==> config.mk <==
export PLATFORM = sky130hd
export DESIGN_NAME = fcp6_cmd_queue
export DESIGN_NICKNAME = d
export VERILOG_FILES = /design/src/rtl/fcp6_pkg.sv /design/src/rtl/fcp6_sync_fifo.sv /design/src/rtl/fcp6_cmd_queue.sv
export SDC_FILE = /design/constraint.sdc
export NUM_CORES = 1
export LEC_CHECK = 0
export BUFFER_PORTS_ARGS = -buffer_cell sky130_fd_sc_hd__buf_2
export CAP_MARGIN = 20
export CORE_MARGIN = 2
export CORE_UTILIZATION = 40
export DETAILED_ROUTE_END_ITERATION = 10
export SYNTH_ARGS = -nofsm -noshare
export SYNTH_HDL_FRONTEND = slang
export SYNTH_SLANG_ARGS = --single-unit
==> constraint.sdc <==
create_clock -name clk -period 2.9 [get_ports clk]
set_input_delay 0.87 -clock clk [delete_from_list [all_inputs] [get_ports clk]]
set_output_delay 0.87 -clock clk [all_outputs]
set_load 0.02 [all_outputs]
==> src/rtl/fcp6_pkg.sv <==
// Shared definitions for the FCP6 command queue: field widths, the queued
// command record and the issue FSM state encoding.
package fcp6_pkg;

    localparam int FCP6_HDR_W  = 8;
    localparam int FCP6_DATA_W = 8;
    localparam int FCP6_CMD_W  = FCP6_HDR_W + FCP6_DATA_W;

    typedef enum logic [1:0] {
        IDLE,
        ISSUE,
        WAIT_BUSY,
        WAIT_DONE
    } fcp6_q_state_t;

    typedef struct packed {
        logic [FCP6_HDR_W-1:0]  header;
        logic [FCP6_DATA_W-1:0] data;
    } fcp6_cmd_t;

endpackage

==> src/rtl/fcp6_sync_fifo.sv <==
// Single-clock FIFO with occupancy count. Pushes while full and pops while
// empty are ignored, so callers may drive push/pop without pre-gating.
module fcp6_sync_fifo #(
    parameter int WIDTH = 16,
    parameter int DEPTH = 4
) (
    input  logic                       clk,
    input  logic                       rst,
    input  logic                       push,
    input  logic [WIDTH-1:0]           wdata,
    input  logic                       pop,
    output logic [WIDTH-1:0]           rdata,
    output logic                       full,
    output logic                       empty,
    output logic [$clog2(DEPTH):0]     level
);

    localparam int AW = $clog2(DEPTH);
    localparam logic [AW:0] FULL_LVL = (AW + 1)'(DEPTH);

    logic [WIDTH-1:0] mem [DEPTH];
    logic [AW-1:0]    wr_ptr_reg;
    logic [AW-1:0]    rd_ptr_reg;
    logic [AW:0]      level_reg;
    logic             push_ok;
    logic             pop_ok;

    assign full    = (level_reg == FULL_LVL);
    assign empty   = (level_reg == '0);
    assign push_ok = push && !full;
    assign pop_ok  = pop && !empty;
    assign level   = level_reg;

    // Head is read combinationally; the consumer registers it on the pop edge.
    assign rdata = mem[rd_ptr_reg];

    always_ff @(posedge clk) begin
        if (push_ok) begin
            mem[wr_ptr_reg] <= wdata;
        end
    end

    // DEPTH is a power of two, so pointer overflow is the modulo wrap.
    always_ff @(posedge clk) begin
        if (rst) begin
            wr_ptr_reg <= '0;
            rd_ptr_reg <= '0;
            level_reg  <= '0;
        end else begin
            if (push_ok) begin
                wr_ptr_reg <= wr_ptr_reg + AW'(1);
            end
            if (pop_ok) begin
                rd_ptr_reg <= rd_ptr_reg + AW'(1);
            end
            case ({push_ok, pop_ok})
                2'b10:   level_reg <= level_reg + (AW + 1)'(1);
                2'b01:   level_reg <= level_reg - (AW + 1)'(1);
                default: level_reg <= level_reg;
            endcase
        end
    end

endmodule

==> src/rtl/fcp6_cmd_queue.sv <==
// Host-side command queue for the FCP6 link master: buffers commands, issues
// them one at a time with a start pulse and returns the read data or a timeout.
import fcp6_pkg::*;

module fcp6_cmd_queue #(
    parameter int DEPTH   = 4,
    parameter int TIMEOUT = 16
) (
    input  logic                      clk,
    input  logic                      rst,
    input  logic                      cmd_valid,
    output logic                      cmd_ready,
    input  logic [FCP6_HDR_W-1:0]     cmd_header,
    input  logic [FCP6_DATA_W-1:0]    cmd_data,
    output logic                      start,
    output logic [FCP6_HDR_W-1:0]     header_out,
    output logic [FCP6_DATA_W-1:0]    data_out,
    input  logic                      busy,
    input  logic [FCP6_DATA_W-1:0]    rd_data,
    output logic                      rsp_valid,
    input  logic                      rsp_ready,
    output logic [FCP6_DATA_W-1:0]    rsp_data,
    output logic                      rsp_err,
    output logic [$clog2(DEPTH):0]    level
);

    localparam int TMR_W = $clog2(TIMEOUT + 1);
    localparam logic [TMR_W-1:0] TMR_LAST = TMR_W'(TIMEOUT - 1);

    fcp6_q_state_t           state_reg;
    logic                    start_reg;
    logic [FCP6_HDR_W-1:0]   header_reg;
    logic [FCP6_DATA_W-1:0]  data_reg;
    logic                    rsp_valid_reg;
    logic [FCP6_DATA_W-1:0]  rsp_data_reg;
    logic                    rsp_err_reg;
    logic [TMR_W-1:0]        tmr_reg;

    fcp6_cmd_t               in_cmd;
    fcp6_cmd_t               head_cmd;
    logic [FCP6_CMD_W-1:0]   fifo_rdata;
    logic                    fifo_full;
    logic                    fifo_empty;
    logic                    issue_go;

    assign in_cmd.header = cmd_header;
    assign in_cmd.data   = cmd_data;
    assign head_cmd      = fcp6_cmd_t'(fifo_rdata);

    // A pending response or a still-busy master holds off the next issue.
    assign issue_go = (state_reg == IDLE) && !fifo_empty && !rsp_valid_reg && !busy;

    fcp6_sync_fifo #(
        .WIDTH (FCP6_CMD_W),
        .DEPTH (DEPTH)
    ) u_fifo (
        .clk   (clk),
        .rst   (rst),
        .push  (cmd_valid),
        .wdata (in_cmd),
        .pop   (issue_go),
        .rdata (fifo_rdata),
        .full  (fifo_full),
        .empty (fifo_empty),
        .level (level)
    );

    assign cmd_ready  = !fifo_full;
    assign start      = start_reg;
    assign header_out = header_reg;
    assign data_out   = data_reg;
    assign rsp_valid  = rsp_valid_reg;
    assign rsp_data   = rsp_data_reg;
    assign rsp_err    = rsp_err_reg;

    always_ff @(posedge clk) begin
        if (rst) begin
            state_reg     <= IDLE;
            start_reg     <= 1'b0;
            header_reg    <= '0;
            data_reg      <= '0;
            rsp_valid_reg <= 1'b0;
            rsp_data_reg  <= '0;
            rsp_err_reg   <= 1'b0;
            tmr_reg       <= '0;
        end else begin
            start_reg <= 1'b0;
            if (rsp_valid_reg && rsp_ready) begin
                rsp_valid_reg <= 1'b0;
            end
            case (state_reg)
                IDLE: begin
                    if (issue_go) begin
                        header_reg <= head_cmd.header;
                        data_reg   <= head_cmd.data;
                        tmr_reg    <= '0;
                        start_reg  <= 1'b1;
                        state_reg  <= ISSUE;
                    end
                end
                ISSUE: begin
                    state_reg <= WAIT_BUSY;
                end
                WAIT_BUSY: begin
                    if (busy) begin
                        state_reg <= WAIT_DONE;
                    end else if (tmr_reg == TMR_LAST) begin
                        // Master never acknowledged: report an error response.
                        rsp_valid_reg <= 1'b1;
                        rsp_err_reg   <= 1'b1;
                        rsp_data_reg  <= '0;
                        state_reg     <= IDLE;
                    end else begin
                        tmr_reg <= tmr_reg + TMR_W'(1);
                    end
                end
                WAIT_DONE: begin
                    if (!busy) begin
                        rsp_valid_reg <= 1'b1;
                        rsp_err_reg   <= 1'b0;
                        rsp_data_reg  <= rd_data;
                        state_reg     <= IDLE;
                    end
                end
                default: begin
                    state_reg <= IDLE;
                end
            endcase
        end
    end

endmodule

## After elaboration in Yosys (flattened, before gate mapping)

Memory sizes are Yosys's and may differ from the RTL's. A register that Yosys moved wholly into a read port is not among the register bits.
Index checks and enable logic that the tools add are counted.
W data, S select, Z words.

| cells by class | value |
|---|---|
| add/sub/neg operators | 5 |
| mux-type cells | 26 |
| bitwise logic cells | 1 |
| eq/ne operators | 13 |
| reduce and logical (&&, ||, !) cells | 20 |

Operators by type and width:

| cell | number |
|---|---|
| $mux W8 | 3 |
| $pmux W8 S2 | 1 |
| $mux W5 | 3 |
| $mux W1 | 10 |
| $pmux W5 S2 | 1 |
| $mux W2 | 4 |
| $ne A2 B2 Y1 const B | 4 |
| $pmux W2 S4 | 1 |
| $reduce_and A4 Y1 | 2 |
| $eq A2 B2 Y1 const B | 3 |
| $logic_and A1 B1 Y1 | 6 |
| $pmux W3 S2 | 1 |
| $reduce_bool A2 Y1 | 3 |
| $add A5 B1 Y5 const B | 1 |
| $eq A5 B4 Y1 const B | 1 |
| $add A2 B1 Y2 const B | 2 |
| $eq A2 B1 Y1 const B | 2 |
| $logic_not A1 Y1 | 4 |
| $pmux W1 S2 | 2 |
| $add A3 B1 Y3 const B | 1 |
| $eq A3 B3 Y1 const B | 1 |
| $logic_not A3 Y1 | 1 |
| $ne A3 B3 Y1 const B | 1 |
| $reduce_and A3 Y1 | 1 |
| 6 further kinds | 6 |

| storage, ports and cells | value |
|---|---|
| memory bits (writable) | 64 |
| output and inout port bits | 31 |
| logic and storage cells | 75 |
| input bits | 29 |
| register bits after elaboration | 25 |
| memories | 1 |

Memories:

| memory | words | width | rd ports | clocked after memory_dff | write ports | line | text |
|---|---|---|---|---|---|---|---|
| u_fifo.mem | 4 | 16 | 1 | 1 | 1 | fcp6_sync_fifo.sv:21 | `logic [WIDTH-1:0] mem [DEPTH];` |

## Longest topological paths before layout

Gate-level depths: netlist (run 1).

| logic depth | value |
|---|---|
| word-level depth | 8 |
| gate-level depth with buffers | 10 |
| depth with buffers taken out | 9 |

## Hierarchy

From an unflattened synthesis (run 1), not the netlist that was laid out.

| unflattened totals | value |
|---|---|
| cells, all modules | 296 |
| area, all modules | 4,154.0 um2 |

By module, submodules not included:

| module | times used | cells an instance | seq. area each (um2) | area each (um2) |
|---|---|---|---|---|
| fcp6_sync_fifo | 1 | 138 | 2,102.0 | 2,821.5 |
| fcp6_cmd_queue | 1 | 158 | 680.7 | 1,332.5 |

## Worst setup path after synthesis (run 1)

Ideal clock, no wire load.

| timing | value |
|---|---|
| path kind | input-to-reg |
| start | input busy |
| end | register u_fifo.level_reg[2] (netlist: u_fifo.level[2]) |
| data required time | 2.830 ns |
| buffers on the path | 0 |
| slack | 0.146 ns |
| stages on the path | 9 |
| arrival time | 2.683 ns |
| setup time | 0.070 ns |
| cell sequence | nor4_2 > nand2_1 > inv_1 > ha_1 > inv_1 > fa_1 > xor2_1 > or3_1 > a21oi_1 |

| between the ends | value |
|---|---|
| longest elaborated chain between the ends | 5 |
| elaborated cells on any way between the ends | 7 |
| those cells by class | eq/ne (2); mux (1); reduce/logical (4) |

Ends and longest elaborated chain:

| item | line | text |
|---|---|---|
| start: declaration | fcp6_cmd_queue.sv:18 | `input logic busy,` |
| $logic_not A1 Y1 * | - |  |
| $logic_and A1 B1 Y1 * | fcp6_cmd_queue.sv:51 | `assign issue_go = (state_reg == IDLE) && !fifo_empty && !rsp_valid_reg && !busy;` |
| $logic_and A1 B1 Y1 * | fcp6_sync_fifo.sv:31 | `assign pop_ok = pop && !empty;` |
| net u_fifo.pop_ok | fcp6_sync_fifo.sv:26 | `logic pop_ok;` |
| $eq A2 B1 Y1 or $eq A2 B2 Y1 (tied branches) | fcp6_sync_fifo.sv:56 | `case ({push_ok, pop_ok})` |
| $pmux W3 S2 or $reduce_bool A2 Y1 (tied branches) | - |  |
| end signal: assignment | fcp6_sync_fifo.sv:57 | `2'b10: level_reg <= level_reg + (AW + 1)'(1);` |
| end signal: assignment | fcp6_sync_fifo.sv:58 | `2'b01: level_reg <= level_reg - (AW + 1)'(1);` |
| end signal: assignment | fcp6_sync_fifo.sv:59 | `default: level_reg <= level_reg;` |
| end: declaration | fcp6_sync_fifo.sv:24 | `logic [AW:0] level_reg;` |

Mark *: on every way through the listed nets, which the timed path passes. The rest lies on a longest branch.
A chain may end at the register's enable or synchronous reset.

## Final worst setup path (run 1)

| timing | value |
|---|---|
| start | register u_fifo.level_reg[2] (netlist: u_fifo.level[2]) |
| end | output cmd_ready |

| between the ends | value |
|---|---|
| longest elaborated chain between the ends | 2 |

Ends and longest elaborated chain:

| item | line | text |
|---|---|---|
| $eq A3 B3 Y1 | fcp6_sync_fifo.sv:28 | `assign full = (level_reg == FULL_LVL);` |
| $logic_not A1 Y1 | fcp6_cmd_queue.sv:68 | `assign cmd_ready = !fifo_full;` |
| end: declaration | fcp6_cmd_queue.sv:12 | `output logic cmd_ready,` |

Every way passes these cells.

==> results of run 1 <==
synthesized netlist by cell type (all sizes together) (2+ instances only):
library cell	number	area (sq um)
nand4	8	50.1
nand4b	2	17.5
a311oi	3	26.3
nor3	2	10.0
clkbuf	14	52.6
or3	3	18.8
nand2	4	15.0
a21oi	32	160
nand2b	2	12.5
buf	8	50.1
o21a	2	15.0
nor2	9	33.8
dfxtp	41	821
xor2	2	17.5
a21o	2	15.0
inv	9	33.8
nor2b	2	12.5
edfxtp	64	1920
nand3	19	95.1
ha	7	87.6
o21ai	27	135
and3	5	31.3
o31ai	2	15.0
mux4	16	360
worst paths after layout:
| check | from | to | slack (ns) | cells past startpoint |
|---|---|---|---|---|
| worst min-delay path | rsp_err | rsp_err | 0.48 | 1 |
| worst max-delay path | u_fifo.level[2] | cmd_ready | 0.47 | 2 |
| worst max register to register | state_reg[0] | u_fifo.level[2] | 0.50 | 9 |
| worst min register to register | rsp_err | rsp_err | 0.48 | 1 |
cell type report:
type | count | area share, %
inverters | 10 | 0.792
flip-flops and latches | 105 | 57.8
multi-input cells | 160 | 26.3
clock buffers | 10 | 2.69
clock inverters | 6 | 1.03
well taps | 136 | 3.59
repair buffers | 69 | 7.81
per-stage QoR:
stage               util, %  hold slack [ns]
floorplan                 -            0.443
global placement       44.8            0.448
detailed placement     44.8            0.457
CTS                    46.6            0.476
global route           46.6            0.506
finish                 46.6            0.477
report_power, final:
group	internal [W]	leakage [nW]	total [W]	switching [W]
Clock	0.000323	0.0878	0.000829	0.000506
Sequential	0.00175	0.920	0.00186	0.000110
Combinational	0.000398	0.683	0.00105	0.000648
Total	0.00248	1.69	0.00374	0.00126
metal layers:
metal / GRT usage, % / vias to the layer above / share of wire, % / wire length [um]
li1: - / 1249 / - / -
met1: 20.8 / 1321 / 48 / 3920
met2: 24.2 / 72 / 47 / 3820
met3: 3.09 / 6 / 4.7 / 384
met4: 5.36 / 0 / 1.0 / 82
met5: 0 / - / 0 / 0
cell families after synthesis:
kind of cell               count (synthesis)  synth area share (%)
muxes                                     16                  8.74
xor gates and xnor gates                   2                 0.425
buffers and inverters                     32                  3.40
adders and majority gates                  8                  2.61
DFF                                      105                  66.5
AOI/OAI and AO/OA                         73                  9.86
and+or+nand+nor                           61                  8.44
==> results.cfg, run 1 <==
[setup_path]
cp_data_arrival_time_ns = 1.56
critical-path-top-delay-family = simple AND/OR/NAND/NOR gates
slowest_delay_ns = 0.57
path_max_fanout = 10
critical_path_buf_inv_count = 1
crit_type = reg -> out
start_kind = register
crit_required_ns = 2.03
critical_path.endpoint_type = primary output
path_cells = or3b_2 -> buf_2
slowest_stage = or3b_2

[global_route]
antenna_found_initial = 0
grt.overflow.total = 0
grt_max_degree = 29
grt_pass1_wl_um = 13100
grt_pass1_vias = 2563
grt_usage_pct = 15.2

[place]
gp_congestion = 0.781
pre_cts_ws_ns = 0.165
placed_area_sq_mm = 0.00457
dpl.cell_count = 480
place.port_buffers = 59
place_hpwl_um = 5090

[pwr]
power_density_mw_per_mm2 = 789
total_power_w = 0.00374
leakage_nw = 1.69
ir_drop_mv = 0.321

[hold_path]
hold_class = reg -> reg

[timing]
fin_tns_setup_ns = 0
setup_viol = 0
rsz0062_at_grt = false
maxClockFrequency_ghz = 0.412
slew_headroom_pct = 39.5
final-hold-violation-count = 0
period_share_pct = 83.7
min_period_ns = 2.43
fin_ws_ns = 0.472
drv_slew = 0
finClkSkew_ns = 0.0177
worst_pin_slew_ns = 0.907

[cells_and_area]
multi_input_area_sq_mm = 0.00124
fin_cells = 496
antenna-diode-count = 0
layout_commonest_cell = edfxtp_1
regArea_sq_mm = 0.00274
fillers = 959
regMostFlops = u_fifo.mem
final_cell_mix = edfxtp_1, buf_2, dfxtp_1
largest_reg_flops = 64
final_area_sq_mm = 0.00474
layout.nets = 392
drive_above_1_share_pct = 29.4
areaGrowthSynthToFinish_pct = 15.0

[route]
firstDrtPassIters = 5
routedWlPerCell_um = 16.5
ant_nets = 0
drc = 0
vias = 2648
drt_wl_total_um = 8200
viasPerCell = 5.34
drtIter0Drc = 126

[die]
die_h_um = 106
dieArea_sq_mm = 0.0111
die_w_um = 106
num_rows = 37
start_util_pct = 40.5
core_area_sq_mm = 0.0102
ios = 60

[clocking]
htreeDepth = 3
clkTransAtPathRegs_ns = 0.10
cts_root_buffer = clkbuf_8
cts_buffers = 9
insertion_delay_ns = 0.36
clock-sinks = 105
hold_buffers = 0
post_cts_buffers = 0
cts_tree = built
cts_resized = 0
cts_max_path_buffers = 2

[job]
drv_cap = 0

[synth]
syn_nets = 334
ys_seq_elements = 105
synth_cells = 297
synthDistinctLibCells = 38
avgSynthCellArea_sq_um = 13.9
synthFlopType = edfxtp_1
synth-edff-count = 64
ys_seq_area_share_pct = 66.5
yosys_warnings = 0
async_reset_ff_share_pct = 0
syn_area_sq_mm = 0.00412

[status]
outcome = finished clean
Note: power is estimated with default switching activity, not from simulation.
==> inputs of run 2 (changes only) <==
==> constraint.sdc (replaced) <==
create_clock -name clk -period 2.2 [get_ports clk]
set_input_delay 0.66 -clock clk [delete_from_list [all_inputs] [get_ports clk]]
set_output_delay 0.66 -clock clk [all_outputs]
set_load 0.02 [all_outputs]
==> results.cfg, run 2 (same netlist as run 1, synthesis figures left out) <==
[global_route]
grt.overflow.total = 0
antenna_found_initial = 0
grt_pass1_vias = 2687
grt_usage_pct = 15.8
grt_max_degree = 24
grt_pass1_wl_um = 13700

[die]
die_h_um = 106
num_rows = 37
die_w_um = 106
dieArea_sq_mm = 0.0111
start_util_pct = 40.5
ios = 60
core_area_sq_mm = 0.0102

[timing]
slew_headroom_pct = 70.2
finClkSkew_ns = 0.0171
hold_slack_ns = 0.479
rsz0062_at_grt = true
period_share_pct = 96.8
setup_viol = 0
maxClockFrequency_ghz = 0.469
final-hold-violation-count = 0
min_period_ns = 2.13
drv_slew = 0
worst_pin_slew_ns = 0.447

[route]
drtIter0Drc = 187
firstDrtPassIters = 4
ant_nets = 0
drc = 0
vias = 2668
viasPerCell = 5.21
routedWlPerCell_um = 16.4
drt_wl_total_um = 8420

[job]
drv_cap = 0

[cells_and_area]
largest_reg_flops = 64
layout.nets = 408
layout_commonest_cell = edfxtp_1
areaGrowthSynthToFinish_pct = 19.3
final_cell_mix = edfxtp_1, buf_2, dfxtp_1
postLayoutCoreUtil_pct = 48.3
antenna-diode-count = 0
regMostFlops = u_fifo.mem
fin_cells = 512
final_area_sq_mm = 0.00492
drive_above_1_share_pct = 34.6

[clocking]
insertion_delay_ns = 0.36
clock-sinks = 105
cts_buffers = 9
post_cts_buffers = 0
cts_tree = built
clkTransAtPathRegs_ns = 0.11
cts_max_path_buffers = 2
htreeDepth = 3
hold_buffers = 0
cts_root_buffer = clkbuf_8

[setup_path]
path_cells = or3b_4 -> nand2_2 -> ha_4 -> inv_2 -> fa_2 -> xor2_1 -> or3_1 -> a21oi_2
cp_data_arrival_time_ns = 2.43
r2r-end = u_fifo.level[2]
slowest_delay_ns = 0.41
start_kind = register
slowest_stage = or3b_4
critical_path.endpoint_type = register
crit_required_ns = 2.50
crit_type = reg -> reg
path_max_fanout = 2
r2r_start = u_fifo.level[0]
r2r_slack_ns = 0.07
r2r_cells = 8

[hold_path]
min_to = rsp_data[6]
hold_class = reg -> reg
min_from = rsp_data[6]
whs_path_depth = 2

[pwr]
ir_drop_mv = 0.483
leakage_nw = 1.78
power_density_mw_per_mm2 = 1050

[place]
dpl.cell_count = 496
gp_congestion = 0.746
placed_area_sq_mm = 0.00470
place_hpwl_um = 5340
place.port_buffers = 59

[status]
outcome = finished clean
-- run 2: cell count changes in the layout (fill, tap and decap cells not counted), sizes merged --
| cell | before | now |
|---|---|---|
| inv | 12 | 13 |
| clkinvlp | 1 | 0 |
| buf | 69 | 85 |
| clkinv | 3 | 4 |
| clkbuf | 10 | 9 |
-- run 2: how the worst max path moves through the flow --
stage	start	to	slack, ns	cells after the start
6_report	u_fifo.level[0]	u_fifo.level[2]	0.07	8
5_1_grt	busy	u_fifo.level[2]	-0.02	10
4_1_cts	tmr_reg[0]	tmr_reg[3]	0.08	6
3_5_place_dp	busy	u_fifo.level[2]	-0.23	10
3_3_place_gp	busy	u_fifo.level[2]	-0.16	10
2_1_floorplan	busy	u_fifo.level[2]	-0.19	9
-- run 2: stage by stage --
step	setup TNS, ns	setup slack, ns	power [W]
4_1_cts	0	0.0751	0.00515
3_3_place_gp	-0.161	-0.161	0.00401
3_5_place_dp	-0.228	-0.228	0.00403
2_1_floorplan	-0.192	-0.192	0.00346
5_1_grt	-0.0152	-0.0152	0.00546
6_report	0	0.0693	0.00515
-- run 2: critical path, delay by kind of cell (launching register included) --
kind / cells / cell delay [ns]
compound gates: 1 / 0.12
buf+inv: 1 / 0.04
simple gates: 3 / 0.90
fa+ha+maj: 2 / 0.49
flops: 1 / 0.34
xor+xnor: 1 / 0.17
-- run 2: cell type report --
class,instances,area [sq um]
Multi-Input combinational cell,160,1280
Timing Repair Buffer,85,500
Clock buffer,9,124
Clock inverter,7,61.3
Sequential cell,105,2740
Fill cell,939,5270
Inverter,10,37.5
Tap cell,136,170
-- run 2: routing by layer --
| metal | part of all wire [%] | routed length [um] | global-route usage, % | up-vias |
|---|---|---|---|---|
| met3 | 4.3 | 359 | 3.03 | 10 |
| met2 | 48 | 4030 | 25.9 | 62 |
| met5 | 0 | 0 | 0 | - |
| li1 | - | - | - | 1287 |
| met1 | 47 | 3940 | 21.6 | 1309 |
| met4 | 1.1 | 91 | 4.23 | 0 |
-- run 2: what timing repair did --
item,in CTS,in global routing
gates cloned,0,0
endpoints found under the setup margin,1,3
pin swaps,0,7
gates resized for setup,2,11
-- run 2: where the power goes --
group / total [W] / internal [W] / switching [W]
clock: 0.00113 / 0.000437 / 0.000693
sequential: 0.00241 / 0.00231 / 0.0000979
combinational: 0.00161 / 0.000661 / 0.000950
==> inputs of run 3 (changes only) <==
--- a/config.mk
+++ b/config.mk
@@ -10,6 +10,7 @@
 export CORE_MARGIN = 2
 export CORE_UTILIZATION = 40
 export DETAILED_ROUTE_END_ITERATION = 10
+export GPL_TIMING_DRIVEN = 0
 export SYNTH_ARGS = -nofsm -noshare
 export SYNTH_HDL_FRONTEND = slang
 export SYNTH_SLANG_ARGS = --single-unit
==> results.cfg, run 3 (same netlist as run 1, synthesis figures left out) <==
[place]
place_hpwl_um = 5570
gp_congestion = 0.758
place.port_buffers = 57
dpl.cell_count = 490
placed_area_sq_mm = 0.00459

[setup_path]
slowest_delay_ns = 0.70
worstSetupPathDepth = 6
r2r_cells = 6
path_max_fanout = 5
r2r_start = tmr_reg[0]
path_cells = ha_1 -> and3_1 -> ha_1 -> or4b_2 -> o21ai_2 -> a311oi_1
critical_path_buf_inv_count = 0
critical-path-top-delay-family = simple AND/OR/NAND/NOR gates
start_kind = register
crit_required_ns = 2.43
worstSetupStartpoint = tmr_reg[0]
crit_end = tmr_reg[3]
critical_path.endpoint_type = register
crit_type = reg -> reg
cpMostUsedCell = ha_1
r2r-end = tmr_reg[3]
r2r_slack_ns = 0.10
cp_data_arrival_time_ns = 2.32
slowest_stage = or4b_2

[route]
drt_wl_total_um = 8470
viasPerCell = 5.18
ant_nets = 0
vias = 2628
routedWlPerCell_um = 16.7
drc = 0
firstDrtPassIters = 5
drtIter0Drc = 145

[clocking]
cts_max_path_buffers = 2
cts_root_buffer = clkbuf_8
cts_tree = built
clkTransAtPathRegs_ns = 0.10
clock-sinks = 105
cts_buffers = 9
insertion_delay_ns = 0.35
htreeDepth = 3

[timing]
drv_slew = 0
period_share_pct = 95.3
final-hold-violation-count = 0
maxClockFrequency_ghz = 0.477
rsz0062_at_grt = false
fin_tns_setup_ns = 0
worst_pin_slew_ns = 0.915
finClkSkew_ns = 0.00947
min_period_ns = 2.10
slew_headroom_pct = 39.0
setup_viol = 0

[die]
die_h_um = 106
die_w_um = 106
num_rows = 37
start_util_pct = 40.5
dieArea_sq_mm = 0.0111
ios = 60
core_area_sq_mm = 0.0102

[job]
drv_cap = 0

[pwr]
total_power_w = 0.00534
ir_drop_mv = 0.450
leakage_nw = 1.73
power_density_mw_per_mm2 = 1090

[cells_and_area]
final_area_sq_mm = 0.00489
antenna-diode-count = 0
drive_above_1_share_pct = 29.9
regMostFlops = u_fifo.mem
final_cell_mix = edfxtp_1, buf_2, dfxtp_1
fillers = 951
layout.nets = 403
areaGrowthSynthToFinish_pct = 18.5
layout_commonest_cell = edfxtp_1
fin_cells = 507
largest_reg_flops = 64

[global_route]
grt_usage_pct = 15.8
grt_max_degree = 18
grt_pass1_wl_um = 13500
grt_pass1_vias = 2589
grt.overflow.total = 0
antenna_found_initial = 0

[status]
outcome = finished clean

[hold_path]
hold_class = reg -> reg
min_from = rsp_err
run 3: timing repair:
action | in CTS | in global routing
setup endpoints to repair | 4 | 4
gates resized for setup | 6 | 8
hold buffers | 0 | 0
setup buffers | 2 | 2
pin swaps | 2 | 4
run 3: final cells by class:
cell class                 instances  area, sq um  share of cell area [%]
clock inverter                     6          113                    2.30
timing repair buffer              61          318                    6.50
tap                              136          170                    3.48
inverter                          10         37.5                   0.768
clock buffer                      10          128                    2.61
multi-input combinational        160         1280                    26.2
sequential                       105         2750                    56.3
buffer                            19         90.1                    1.84
run 3: how the worst min path moves through the flow:
| stage | endpoint | slack (ns) | cells past startpoint |
|---|---|---|---|
| after CTS | rsp_data[1] | 0.48 | 2 |
| after detailed placement | rsp_err | 0.46 | 1 |
| after global placement | rsp_data[4] | 0.45 | 2 |
| after floorplan | tmr_reg[3] | 0.44 | 1 |
| after global routing | u_fifo.mem[2][7] | 0.49 | 1 |
| final | rsp_err | 0.48 | 1 |
run 3: worst reg2reg max path, cell delays in order (launching register included):
cell and delay [ns]:
dfxtp_1 0.36, ha_1 0.23, and3_1 0.19, ha_1 0.22
or4b_2 0.70, o21ai_2 0.14, a311oi_1 0.12
run 3: report_power, final:
group	internal (W)	total [W]	leakage, nW	switching [W]
Combinational	0.000578	0.00150	0.690	0.000919
Clock	0.000762	0.00140	0.117	0.000642
Sequential	0.00232	0.00244	0.922	0.000118
Total	0.00366	0.00534	1.73	0.00168
run 3: per-layer routing:
metal / global-route usage [%] / vias up / routed length, um
met5: 0 / - / 0
met4: 4.89 / 0 / 81
met3: 3.83 / 6 / 397
met2: 24.2 / 68 / 4110
met1: 22.4 / 1275 / 3880
li1: - / 1279 / -
run 3: stage by stage:
stage / hold WS [ns] / util, % / setup WS [ns]
global placement: 0.455 / 45.1 / -0.588
detailed placement: 0.458 / 45.1 / -0.627
floorplan: 0.443 / - / -0.192
CTS: 0.476 / 47.6 / 0.00306
global route: 0.486 / 48.0 / 0.00342
finish: 0.476 / 48.0 / 0.103
